==> src/rtl/lsu_bus_if_if.sv <==
// Word-addressed memory bus between the load/store unit and memory.
// The LSU is the master; the memory side acknowledges each request.
interface lsu_bus_if_if;
  logic        bus_req;
  logic        bus_we;
  logic [31:0] bus_addr;
  logic [3:0]  bus_be;
  logic [31:0] bus_wdata;
  logic        bus_ack;
  logic [31:0] bus_rdata;

  modport master (
    output bus_req, bus_we, bus_addr, bus_be, bus_wdata,
    input  bus_ack, bus_rdata
  );

  modport slave (
    input  bus_req, bus_we, bus_addr, bus_be, bus_wdata,
    output bus_ack, bus_rdata
  );
endinterface

==> src/rtl/lsu_bus_if.sv <==
// Load/store unit bus adapter: RV32I load/store formatting onto a single-outstanding
// word bus, sequenced by an IDLE/BUSY/DONE handshake FSM.
module lsu_bus_if (
  input  logic         clk,
  input  logic         rst,
  input  logic         rd_en,
  input  logic         wr_en,
  input  logic [2:0]   func3,
  input  logic [31:0]  addr,
  input  logic [31:0]  wdata,
  output logic [31:0]  rdata,
  output logic         load_valid,
  output logic         stall,
  output logic         lsu_err,
  lsu_bus_if_if.master bus
);
  localparam int DATA_W = 32;

  typedef enum logic [1:0] {IDLE, BUSY, DONE} state_t;
  state_t state, state_nxt;

  logic              is_load, is_store, fmt_ok, aligned, req_ok;
  logic              accept, err_c, stall_c, vld_p2;
  logic              we_p1;
  logic [DATA_W-1:0] addr_p1, wdata_p1, rdata_p2;
  logic [3:0]        be_p1;
  logic [2:0]        func3_p1;
  logic [1:0]        off_p1;

  function automatic logic [3:0] lane_be(input logic [2:0] f3, input logic [1:0] off);
    case (f3[1:0])
      2'b00:   lane_be = 4'b0001 << off;
      2'b01:   lane_be = 4'b0011 << {off[1], 1'b0};
      default: lane_be = 4'b1111;
    endcase
  endfunction

  function automatic logic [DATA_W-1:0] lane_wdata(input logic [2:0] f3,
                                                   input logic [DATA_W-1:0] wd);
    case (f3[1:0])
      2'b00:   lane_wdata = {4{wd[7:0]}};
      2'b01:   lane_wdata = {2{wd[15:0]}};
      default: lane_wdata = wd;
    endcase
  endfunction

  function automatic logic [DATA_W-1:0] fmt_load(input logic [2:0] f3, input logic [1:0] off,
                                                 input logic [DATA_W-1:0] word);
    logic signed [7:0]  b;
    logic signed [15:0] h;
    b = word[{off, 3'b000} +: 8];
    h = off[1] ? word[31:16] : word[15:0];
    case (f3)
      3'b000:  fmt_load = DATA_W'(b);
      3'b100:  fmt_load = DATA_W'($unsigned(b));
      3'b001:  fmt_load = DATA_W'(h);
      3'b101:  fmt_load = DATA_W'($unsigned(h));
      default: fmt_load = word;
    endcase
  endfunction

  // Request legality: exactly one of rd_en/wr_en, a defined size code, natural alignment
  always_comb begin
    is_load  = rd_en & ~wr_en;
    is_store = wr_en & ~rd_en;
    fmt_ok   = is_load ? (func3 inside {3'b000, 3'b001, 3'b010, 3'b100, 3'b101})
                       : (is_store & (func3 inside {3'b000, 3'b001, 3'b010}));
    case (func3[1:0])
      2'b00:   aligned = 1'b1;
      2'b01:   aligned = ~addr[0];
      2'b10:   aligned = (addr[1:0] == 2'b00);
      default: aligned = 1'b0;
    endcase
    req_ok = fmt_ok & aligned;
  end

  always_comb begin
    state_nxt = state;
    accept    = 1'b0;
    err_c     = 1'b0;
    stall_c   = 1'b0;
    case (state)
      IDLE: begin
        if (req_ok) begin
          accept    = 1'b1;
          stall_c   = 1'b1;
          state_nxt = BUSY;
        end else if (rd_en | wr_en) begin
          err_c = 1'b1;
        end
      end
      BUSY: begin
        stall_c = 1'b1;
        if (bus.bus_ack) state_nxt = DONE;
      end
      DONE:    state_nxt = IDLE;
      default: state_nxt = IDLE;
    endcase
  end

  always_ff @(posedge clk) begin
    if (rst) state <= IDLE;
    else     state <= state_nxt;
  end

  // Stage p1: accepted access; stage p2: formatted load result
  always_ff @(posedge clk) begin
    if (rst) begin
      we_p1    <= 1'b0;
      addr_p1  <= '0;
      be_p1    <= '0;
      wdata_p1 <= '0;
      func3_p1 <= '0;
      off_p1   <= '0;
      rdata_p2 <= '0;
    end else begin
      if (accept) begin
        we_p1    <= wr_en;
        addr_p1  <= {addr[31:2], 2'b00};
        be_p1    <= lane_be(func3, addr[1:0]);
        wdata_p1 <= lane_wdata(func3, wdata);
        func3_p1 <= func3;
        off_p1   <= addr[1:0];
      end
      if (state == BUSY && bus.bus_ack && !we_p1)
        rdata_p2 <= fmt_load(func3_p1, off_p1, bus.bus_rdata);
    end
  end

  assign vld_p2 = (state == DONE) & ~we_p1;

  // Reset forces every output quiet in the same cycle, even mid-access
  assign stall         = ~rst & stall_c;
  assign lsu_err       = ~rst & err_c;
  assign load_valid    = ~rst & vld_p2;
  assign rdata         = rst ? '0 : rdata_p2;
  assign bus.bus_req   = ~rst & (state == BUSY);
  assign bus.bus_we    = ~rst & we_p1;
  assign bus.bus_addr  = rst ? '0 : addr_p1;
  assign bus.bus_be    = rst ? '0 : be_p1;
  assign bus.bus_wdata = rst ? '0 : wdata_p1;
endmodule

==> src/flat_wrapper.sv <==
// flat-port wrapper written by rule: the top's interface ports become plain ports
module lsu_bus_if_flat 
  (clk, rst, rd_en, wr_en, func3, addr, wdata, rdata, load_valid, stall, lsu_err, bus_bus_req, bus_bus_we, bus_bus_addr, bus_bus_be, bus_bus_wdata, bus_bus_ack, bus_bus_rdata);
  lsu_bus_if_if bus_i ();
  input  logic clk;
  input  logic rst;
  input  logic rd_en;
  input  logic wr_en;
  input  logic [2:0] func3;
  input  logic [31:0] addr;
  input  logic [31:0] wdata;
  output logic [31:0] rdata;
  output logic load_valid;
  output logic stall;
  output logic lsu_err;
  output wire logic [$bits(bus_i.bus_req)-1:0] bus_bus_req;
  output wire logic [$bits(bus_i.bus_we)-1:0] bus_bus_we;
  output wire logic [$bits(bus_i.bus_addr)-1:0] bus_bus_addr;
  output wire logic [$bits(bus_i.bus_be)-1:0] bus_bus_be;
  output wire logic [$bits(bus_i.bus_wdata)-1:0] bus_bus_wdata;
  input wire logic [$bits(bus_i.bus_ack)-1:0] bus_bus_ack;
  input wire logic [$bits(bus_i.bus_rdata)-1:0] bus_bus_rdata;
  assign bus_bus_req = bus_i.bus_req;
  assign bus_bus_we = bus_i.bus_we;
  assign bus_bus_addr = bus_i.bus_addr;
  assign bus_bus_be = bus_i.bus_be;
  assign bus_bus_wdata = bus_i.bus_wdata;
  assign bus_i.bus_ack = bus_bus_ack;
  assign bus_i.bus_rdata = bus_bus_rdata;
  lsu_bus_if u_core (.clk(clk), .rst(rst), .rd_en(rd_en), .wr_en(wr_en), .func3(func3), .addr(addr), .wdata(wdata), .rdata(rdata), .load_valid(load_valid), .stall(stall), .lsu_err(lsu_err), .bus(bus_i));
endmodule
==> config.mk <==
export PLATFORM = sky130hd
export DESIGN_NAME = lsu_bus_if_flat
export DESIGN_NICKNAME = d
export VERILOG_FILES = /design/src/rtl/lsu_bus_if_if.sv /design/src/rtl/lsu_bus_if.sv /design/src/flat_wrapper.sv
export SDC_FILE = /design/constraint.sdc
export NUM_CORES = 1
export LEC_CHECK = 0
export CORE_MARGIN = 3
export CORE_UTILIZATION = 47
export DETAILED_ROUTE_END_ITERATION = 8
export PLACE_DENSITY = 0.95
export SYNTH_ARGS = -nofsm -noshare
export SYNTH_HDL_FRONTEND = slang
export SYNTH_SLANG_ARGS = --single-unit
export TNS_END_PERCENT = 1
==> constraint.sdc <==
create_clock -name clk -period 3.5 [get_ports clk]
set_clock_uncertainty 0.15 [all_clocks]
set_input_delay 0.525 -clock clk [delete_from_list [all_inputs] [get_ports clk]]
set_output_delay 0.525 -clock clk [all_outputs]
set_load 0.005 [all_outputs]
[After elaboration in Yosys (flattened, before gate mapping)]
Cells that the tools add are included.
Word-level totals
  bits in registers: 106
Operators by class
  muxes and demuxes: 19
  shift operators: 3
  bitwise gates (word level): 16
  reductions and logical operators: 11
  equality and inequality tests: 13
Operator list (count)
  $pmux W32 S4: 1
  $mux W32: 3
  $pmux W32 S2: 1
  $shiftx A32 B6 Y8: 1
  $mux W16: 1
  $eq A3 B3 Y1 const B: 4
  $and A1 B1 Y1: 10
  $pmux W4 S2: 1
  $eq A3 B1 Y1 const B: 2
  $logic_not A2 Y1: 3
  $logic_not A3 Y1: 2
  $mux W1: 6
  $not A1 Y1: 5
  $reduce_bool A5 Y1: 1
  $eq A2 B1 Y1 const B: 2
  $eq A2 B2 Y1 const B: 2
  $mux W2: 2
  $mux W4: 1
  $pmux W2 S2: 1
  $shl A1 B2 Y4 const A: 1
  $shl A2 B2 Y4 const A: 1
  $eq A3 B2 Y1 const B: 1
  $pmux W1 S3: 1
  $reduce_bool A3 Y1: 1
  other kinds (7): 8

[Longest topological paths before layout]
Gate-level depths: netlist of the first run.
  word-level depth: 8
  mapped depth: 7

[Least setup slack after synthesis of the first run]
OpenSTA, ideal clock, no wires.
  kind: in2out
  from: input func3[1]
  to: output lsu_err
  stages on the path: 5
  required time: 2825 ps
  data arrival time: 1348 ps
  slack: 1477 ps
  cell sequence: buf_2 > a21oi_1 > nor2_1 > nor2_1 > nor3_1
Between the ends
  word-level cells in the longest chain between the ends: 8
  elaborated cells on any way between the ends: 17
RTL lines
  start, declared: line flat_wrapper.sv:9  | input logic [2:0] func3;
  $eq A3 B1 Y1 (tied with other cells): line lsu_bus_if.sv:66, lsu_bus_if.sv:67
  $reduce_bool A3 Y1: line lsu_bus_if.sv:67  | : (is_store & (func3 inside {3'b000, 3'b001, 3'b010}));
  $and A1 B1 Y1: line lsu_bus_if.sv:67
  $mux W1: line lsu_bus_if.sv:66  | fmt_ok = is_load ? (func3 inside {3'b000, 3'b001, 3'b010, 3'b100, 3'b101})
  $and A1 B1 Y1 *: line lsu_bus_if.sv:74  | req_ok = fmt_ok & aligned;
  $mux W1 *: line lsu_bus_if.sv:84  | if (req_ok) begin
  $mux W1 *: line lsu_bus_if.sv:82  | case (state)
  $and A1 B1 Y1 *: line lsu_bus_if.sv:134  | assign lsu_err = ~rst & err_c;
  end, declared: line flat_wrapper.sv:15  | output logic lsu_err;
Every way passes the cells marked *; elsewhere a longest branch is shown, timed or not.

[Final worst setup path of the first run]
  from: input wr_en
  to: output lsu_err
Between the ends
  word-level cells in the longest chain between the ends: 7
  elaborated cells on any way between the ends: 11
RTL lines
  start, declared: line flat_wrapper.sv:8  | input logic wr_en;
  $and A1 B1 Y1 or $not A1 Y1 (tied branches): line lsu_bus_if.sv:65, lsu_bus_if.sv:64
  $and A1 B1 Y1 (on tied branches): line lsu_bus_if.sv:67, lsu_bus_if.sv:64
  $mux W1: line lsu_bus_if.sv:66
  $and A1 B1 Y1: line lsu_bus_if.sv:74
  $mux W1 *: line lsu_bus_if.sv:84
  $mux W1 *: line lsu_bus_if.sv:82
  $and A1 B1 Y1 *: line lsu_bus_if.sv:134
Marked as above.

==> impl_metrics.yaml, run 1 <==
synthesis:
  yosys_warnings: 0
  synthFlopType: "dfxtp_1"
  synth_area_um2: 5050
  ys_types: 47
  ys_seq_elements: 106
  async_flop_share_pct: 0
  synthCells: 538
  syn_avg_cell_area_um2: 9.386
  synth_edf_count: 0
  synth-seq-area-share_pct: 42.02
sta:
  setup_ws_ns: 0.5868
  fmax_ghz: 0.3433
  tightest_slew_ns: 1.119
  post-route-min-period_ns: 2.913
  grt_setup_unrepaired: "false"
  hold_violations: 0
  fin_setup_tns_ns: 0
  maxSlewHeadroom_pct: 25.12
  slew_viol_final: 0
  fin_crit_sh_pct: 83.23
  setup_violations: 0
clock_network:
  cts_tree: "built"
  cts.sinks: 106
  cts_setup_buffers: 0
  clk_pin_slew_ns: 0.10
  root_buffer: "clkbuf_8"
  clk_latency_ns: 0.37
  clock_path_buffers: 2
  cts_resized: 0
  hold_buffers: 0
  cts_buffers: 9
  cts.htree.levels: 3
outcome:
  outcome: "finished, final reports clean"
worst_setup_path:
  critPathMaxFanout: 4
  cp-end-kind: "primary output"
  regToRegSetupSlack_ns: 0.99
  worstSetupPathDepth: 6
  cp.arrival_ns: 2.24
  crit_top_cell: "clkdlybuf4s50_1"
  crit_end: "lsu_err"
  critPathBufInv: 2
  r2r-start: "u_core.off_p1[1]"
  crit_type: "in -> out"
  cp_top_family: "buffers and inverters"
  crit_required_ns: 2.82
  cp_slowest_stage_delay_ns: 0.55
  crit_start: "wr_en"
  path_cells: "clkdlybuf4s50_1, and2b_1, a2bb2oi_2, nor2_1, nor3_1, clkdlybuf4s50_1"
  rr_worst_depth: 4
  slowest_stage: "clkdlybuf4s50_1"
  worst_setup_path_start_kind: "primary input"
  r2r_end: "u_core.rdata_p2[26]"
cells_and_area:
  fin_area_um2: 7373
  final_core_util_pct: 71.10
  syn_to_final_growth_pct: 46.01
  nets: 827
  diodes: 0
  drive_gt1_share_pct: 5.357
  final.fill_count: 731
placed_design:
  place.gp.congestion: 0.9012
  dpl_worst_slack_ns: 0.6000
  dp_hpwl_mm: 11.93
  place_area_um2: 7156
  portBuffers: 206
detailed_routing:
  drt_iter0_markers: 331
  drtAntennaViolNets: 0
  drt-pass1-iter-count: 5
  drc: 0
  wl_per_cell_um: 19.21
  routed_wl_mm: 16.60
  num_vias: 4905
  vias_per_cell: 5.677
floorplanning:
  num_rows: 37
  die_y_um: 109.7
  initial_core_util_pct: 48.70
  fp.dieArea_um2: 12020
  core-area_um2: 10370
  ios: 209
  die_w_um: 109.7
power_and_ir_drop:
  p_leak_uw: 0.002719
  p_total_uw: 2728
  max-vdd-ir-drop_v: 0.0002975
  power_density_nw_per_um2: 369.9
job:
  drv_cap: 0
grt:
  grt_pass1_vias: 5020
  track_usage_pct: 27.16
  grt_pass1_wl_mm: 25.40
  antenna_found_initial: 0
  overflow: 0
  grt_max_degree: 67
worst_hold_path:
  hold_class: "reg -> reg"
-- worst reg2reg max path, stage by stage (launching register included) --
cell and delay (ns):
dfxtp_1 0.87, mux2i_1 0.42, o22ai_1 0.16, a21oi_2 0.59, a2bb2oi_1 0.18
-- placed cells by master (no fill, tap or decap), drive strengths merged, types with 2 or more instances in the layout --
master	count
a32o	2
mux2	2
a22o	5
mux2i	35
buf	14
or3b	2
nor3	4
or3	6
nand2b	4
clkinv	4
a21oi	12
o21ai	22
o2bb2ai	14
nand2	42
conb	2
o22a	39
dfxtp	106
a22oi	2
bufinv	2
a2bb2oi	37
clkinvlp	2
clkbuf	9
nor2b	109
clkdlybuf4s50	205
a2111oi	8
nor2	14
inv	7
a222oi	3
-- synthesized netlist by cell type (3+ instances only) --
| master | count | share of area [%] |
|---|---|---|
| buf_4 | 3 | 0.45 |
| o21ai_0 | 22 | 2.2 |
| buf_6 | 4 | 0.89 |
| inv_1 | 7 | 0.52 |
| nand2b_1 | 4 | 0.50 |
| nor2_1 | 14 | 1.0 |
| buf_2 | 16 | 1.6 |
| nor3_1 | 3 | 0.30 |
| dfxtp_1 | 106 | 42 |
| a2111oi_0 | 8 | 1.4 |
| nor2b_1 | 109 | 14 |
| a2bb2oi_1 | 36 | 6.2 |
| o22a_1 | 39 | 6.8 |
| or3_1 | 6 | 0.74 |
| o2bb2ai_1 | 14 | 2.4 |
| a21oi_1 | 11 | 1.1 |
| clkbuf_1 | 21 | 1.6 |
| a22o_1 | 5 | 0.87 |
| a222oi_1 | 3 | 0.59 |
| nand2_1 | 42 | 3.1 |
| mux2i_1 | 35 | 6.9 |
-- cell families (layout without fill, tap and decap cells) --
| logic type | count (synthesis) | in the layout | share of synthesized area (%) |
|---|---|---|---|
| AND/OR/NAND/NOR | 187 | 187 | 20.86 |
| AO/OA/AOI/OAI | 151 | 151 | 23.81 |
| flip-flops | 106 | 106 | 42.02 |
| buffers and inverters | 54 | 243 | 5.228 |
| multiplexers | 38 | 38 | 7.830 |
| other | 1 | 2 | 0.07426 |
| XOR/XNOR | 1 | 1 | 0.1735 |
-- worst min path at each step --
stage | end | start | cells past startpoint
after floorplan | u_core.func3_p1[2] | u_core.func3_p1[2] | 2
after global placement | u_core.func3_p1[2] | u_core.func3_p1[2] | 2
after detailed placement | u_core.off_p1[0] | u_core.off_p1[0] | 2
after CTS | u_core.off_p1[0] | u_core.off_p1[0] | 2
after global routing | u_core.off_p1[0] | u_core.off_p1[0] | 2
final | u_core.off_p1[0] | u_core.off_p1[0] | 2
-- cell type report --
class,instances,area (um^2),area share (%)
timing repair buffer,219,2157,29.26
inverter,8,30.03,0.4073
clock inverter,7,93.84,1.273
clock buffer,9,123.9,1.680
sequential,106,2122,28.78
tap,136,170.2,2.308
multi-input combinational,379,2676,36.30
-- metrics by stage --
step | hold WS (ns) | instances
after floorplan | 0.2985 | 539
after global placement | 0.3226 | 848
after detailed placement | 0.3455 | 848
after CTS | 0.3611 | 864
after global routing | 0.3879 | 864
final | 0.3602 | 864
-- flip-flops by register name (all words and copies together), names as in the netlist --
name	cells
u_core.state	2
u_core.be_p1	4
u_core.func3_p1	3
u_core.wdata_p1	32
u_core.rdata_p2	32
u_core.off_p1	2
u_core.addr_p1	30
u_core.we_p1	1
-- report_power, final --
group | internal [uW] | switching [uW]
Clock | 402 | 434
Combinational | 328 | 248
Sequential | 1290 | 27.8
Total | 2020 | 709
-- per-layer routing --
layer | track usage (%) | part of all wire (%) | up-vias
met5 | 0 | 0 | -
met4 | 8.549 | 1.9 | 0
met3 | 9.924 | 11 | 28
met2 | 48.47 | 49 | 268
met1 | 29.89 | 37 | 2304
li1 | - | - | 2305
Power figures use the tool's default switching activity.
==> run 2: changes to the inputs <==
--- a/config.mk
+++ b/config.mk
@@ -6,9 +6,9 @@
 export NUM_CORES = 1
 export LEC_CHECK = 0
 export CORE_MARGIN = 3
-export CORE_UTILIZATION = 47
+export CORE_UTILIZATION = 43
 export DETAILED_ROUTE_END_ITERATION = 8
-export PLACE_DENSITY = 0.95
+export PLACE_DENSITY = 0.88
 export SYNTH_ARGS = -nofsm -noshare
 export SYNTH_HDL_FRONTEND = slang
 export SYNTH_SLANG_ARGS = --single-unit
==> constraint.sdc (replaced) <==
create_clock -name clk -period 2.8 [get_ports clk]
set_clock_uncertainty 0.15 [all_clocks]
set_input_delay 0.42 -clock clk [delete_from_list [all_inputs] [get_ports clk]]
set_output_delay 0.42 -clock clk [all_outputs]
set_load 0.005 [all_outputs]
==> impl_metrics.yaml, run 2 (synthesis gave the netlist of run 1 again) <==
worst_setup_path:
  crit_top_cell: "clkdlybuf4s50_1"
  cp.arrival_ns: 2.09
  path_cells: "clkdlybuf4s50_1, xnor2_1, a2bb2oi_2, nor2_1, nor3_1, clkdlybuf4s50_1"
  worst_setup_path_start_kind: "primary input"
  cp-end-kind: "primary output"
  critPathMaxFanout: 3
  cp_slowest_stage_delay_ns: 0.54
  crit_required_ns: 2.23
  crit_type: "in -> out"
  slowest_stage: "clkdlybuf4s50_1"
placed_design:
  place.gp.congestion: 0.9005
  dpl_worst_slack_ns: 0.04357
  dp_hpwl_mm: 11.73
  dp_cells: 854
  portBuffers: 206
cells_and_area:
  top_regs: "u_core.rdata_p2 (32), u_core.wdata_p1 (32), u_core.addr_p1 (30)"
  syn_to_final_growth_pct: 49.03
  final_cell_mix: "clkdlybuf4s50_1 (204), nor2b_1 (109), dfxtp_1 (106), nand2_1 (42), o22a_1 (39)"
  diodes: 0
  nets: 829
  instances_no_fill: 870
  final_core_util_pct: 67.36
  drive_gt1_share_pct: 5.616
  final_common_cell: "clkdlybuf4s50_1"
worst_hold_path:
  hold_class: "in -> reg"
clock_network:
  clk_pin_slew_ns: 0.08
  hold_buffers: 0
  cts_tree: "built"
  cts.sinks: 106
  root_buffer: "clkbuf_16"
  clock_path_buffers: 2
  clk_latency_ns: 0.34
  cts_buffers: 9
  cts.htree.levels: 3
sta:
  hold_violations: 0
  setup_ws_ns: 0.1400
  post-route-min-period_ns: 2.660
  maxSlewHeadroom_pct: 16.58
  holdWs_ns: 0.2557
  fin_setup_tns_ns: 0
  tightest_slew_ns: 1.247
  grt_setup_unrepaired: "false"
  setup_violations: 0
  fin_crit_sh_pct: 95.00
  slew_viol_final: 0
  fmax_ghz: 0.3759
floorplanning:
  die_w_um: 114.4
  num_rows: 38
  fp.dieArea_um2: 13080
  core-area_um2: 11170
  initial_core_util_pct: 45.20
  die_y_um: 114.4
  ios: 209
detailed_routing:
  drt-pass1-iter-count: 5
  routed_wl_mm: 16.07
  drtAntennaViolNets: 0
  wl_per_cell_um: 18.47
  drt_iter0_markers: 446
  num_vias: 4830
  vias_per_cell: 5.552
  drc: 0
power_and_ir_drop:
  p_seq_share_pct: 44.8
  p_int_uw: 2754
  netSwitchingFraction_pct: 24.84
  combPwrFrac_pct: 19.9
  p_leak_uw: 0.002794
  power_density_nw_per_um2: 487.0
  p_clk_share_pct: 35.3
  p_sw_uw: 910.4
  max-vdd-ir-drop_v: 0.0003804
grt:
  track_usage_pct: 24.22
  grt_pass1_wl_mm: 25.39
  overflow: 0
  grt_max_degree: 64
  antenna_found_initial: 0
  grt_pass1_vias: 5007
outcome:
  outcome: "finished, final reports clean"
job:
  drv_cap: 0
-- run 2: power by group through the flow --
stage | clock network (uW) | logic, uW | registers (uW)
finish | 1290 | 729 | 1640
global route | 1380 | 789 | 1650
CTS | 1320 | 730 | 1640
detailed placement | 0 | 724 | 1670
global placement | 0 | 706 | 1670
floorplan | 0 | 364 | 1660
-- run 2: final timing paths --
path                            from                  end  slack [ns]  cells after the start
setup / recovery               rd_en              lsu_err        0.14                      6
hold / removal                 wr_en         u_core.we_p1        0.26                      2
setup reg to reg     u_core.state[0]  u_core.rdata_p2[23]        0.53                      4
hold reg to reg   u_core.func3_p1[2]   u_core.func3_p1[2]        0.35                      2
-- run 2: cell type report --
class                   instances  area (um^2)
clock buffers                  10        239.0
clock inverters                 6        71.32
fillers                       853         3647
inverters                       8        30.03
multi-input cells             379         2676
flip-flops and latches        106         2122
well taps                     140        175.2
repair buffers                221         2212
-- run 2: per-layer routing --
| metal | vias up | wire length (um) | global-route usage (%) |
|---|---|---|---|
| li1 | 2295 | - | - |
| met1 | 2274 | 6388 | 28.91 |
| met2 | 237 | 7616 | 40.79 |
| met3 | 24 | 1773 | 9.249 |
| met4 | 0 | 287 | 6.651 |
| met5 | - | 0 | 0 |
-- run 2: through the flow --
stage / cell area, um^2 / total power, uW
final: 7526 / 3665
after global routing: 7526 / 3814
after detailed placement: 7213 / 2398
after floorplan: 5054 / 2024
after CTS: 7523 / 3687
after global placement: 7213 / 2377
-- run 2: timing repair --
item                       4_1_cts  5_1_grt
setup buffers                    0        0
resized for setup                0        1
setup endpoints to repair        0        1
hold endpoints to repair         0        0
-- run 2: critical path, delay by kind of cell --
kind / cells / cell delay, ns
and+or+nand+nor: 2 / 0.28
xor gates and xnor gates: 1 / 0.15
buffers and inverters: 2 / 1.06
AOI/OAI and AO/OA: 1 / 0.18
==> run 3: changes to the inputs <==
--- a/config.mk
+++ b/config.mk
@@ -8,6 +8,7 @@
 export CORE_MARGIN = 3
 export CORE_UTILIZATION = 43
 export DETAILED_ROUTE_END_ITERATION = 8
+export GPL_TIMING_DRIVEN = 1
 export PLACE_DENSITY = 0.88
 export SYNTH_ARGS = -nofsm -noshare
 export SYNTH_HDL_FRONTEND = slang
==> results of run 3 <==
No change in the layout: final DEF, timing and power equal those of run 2.
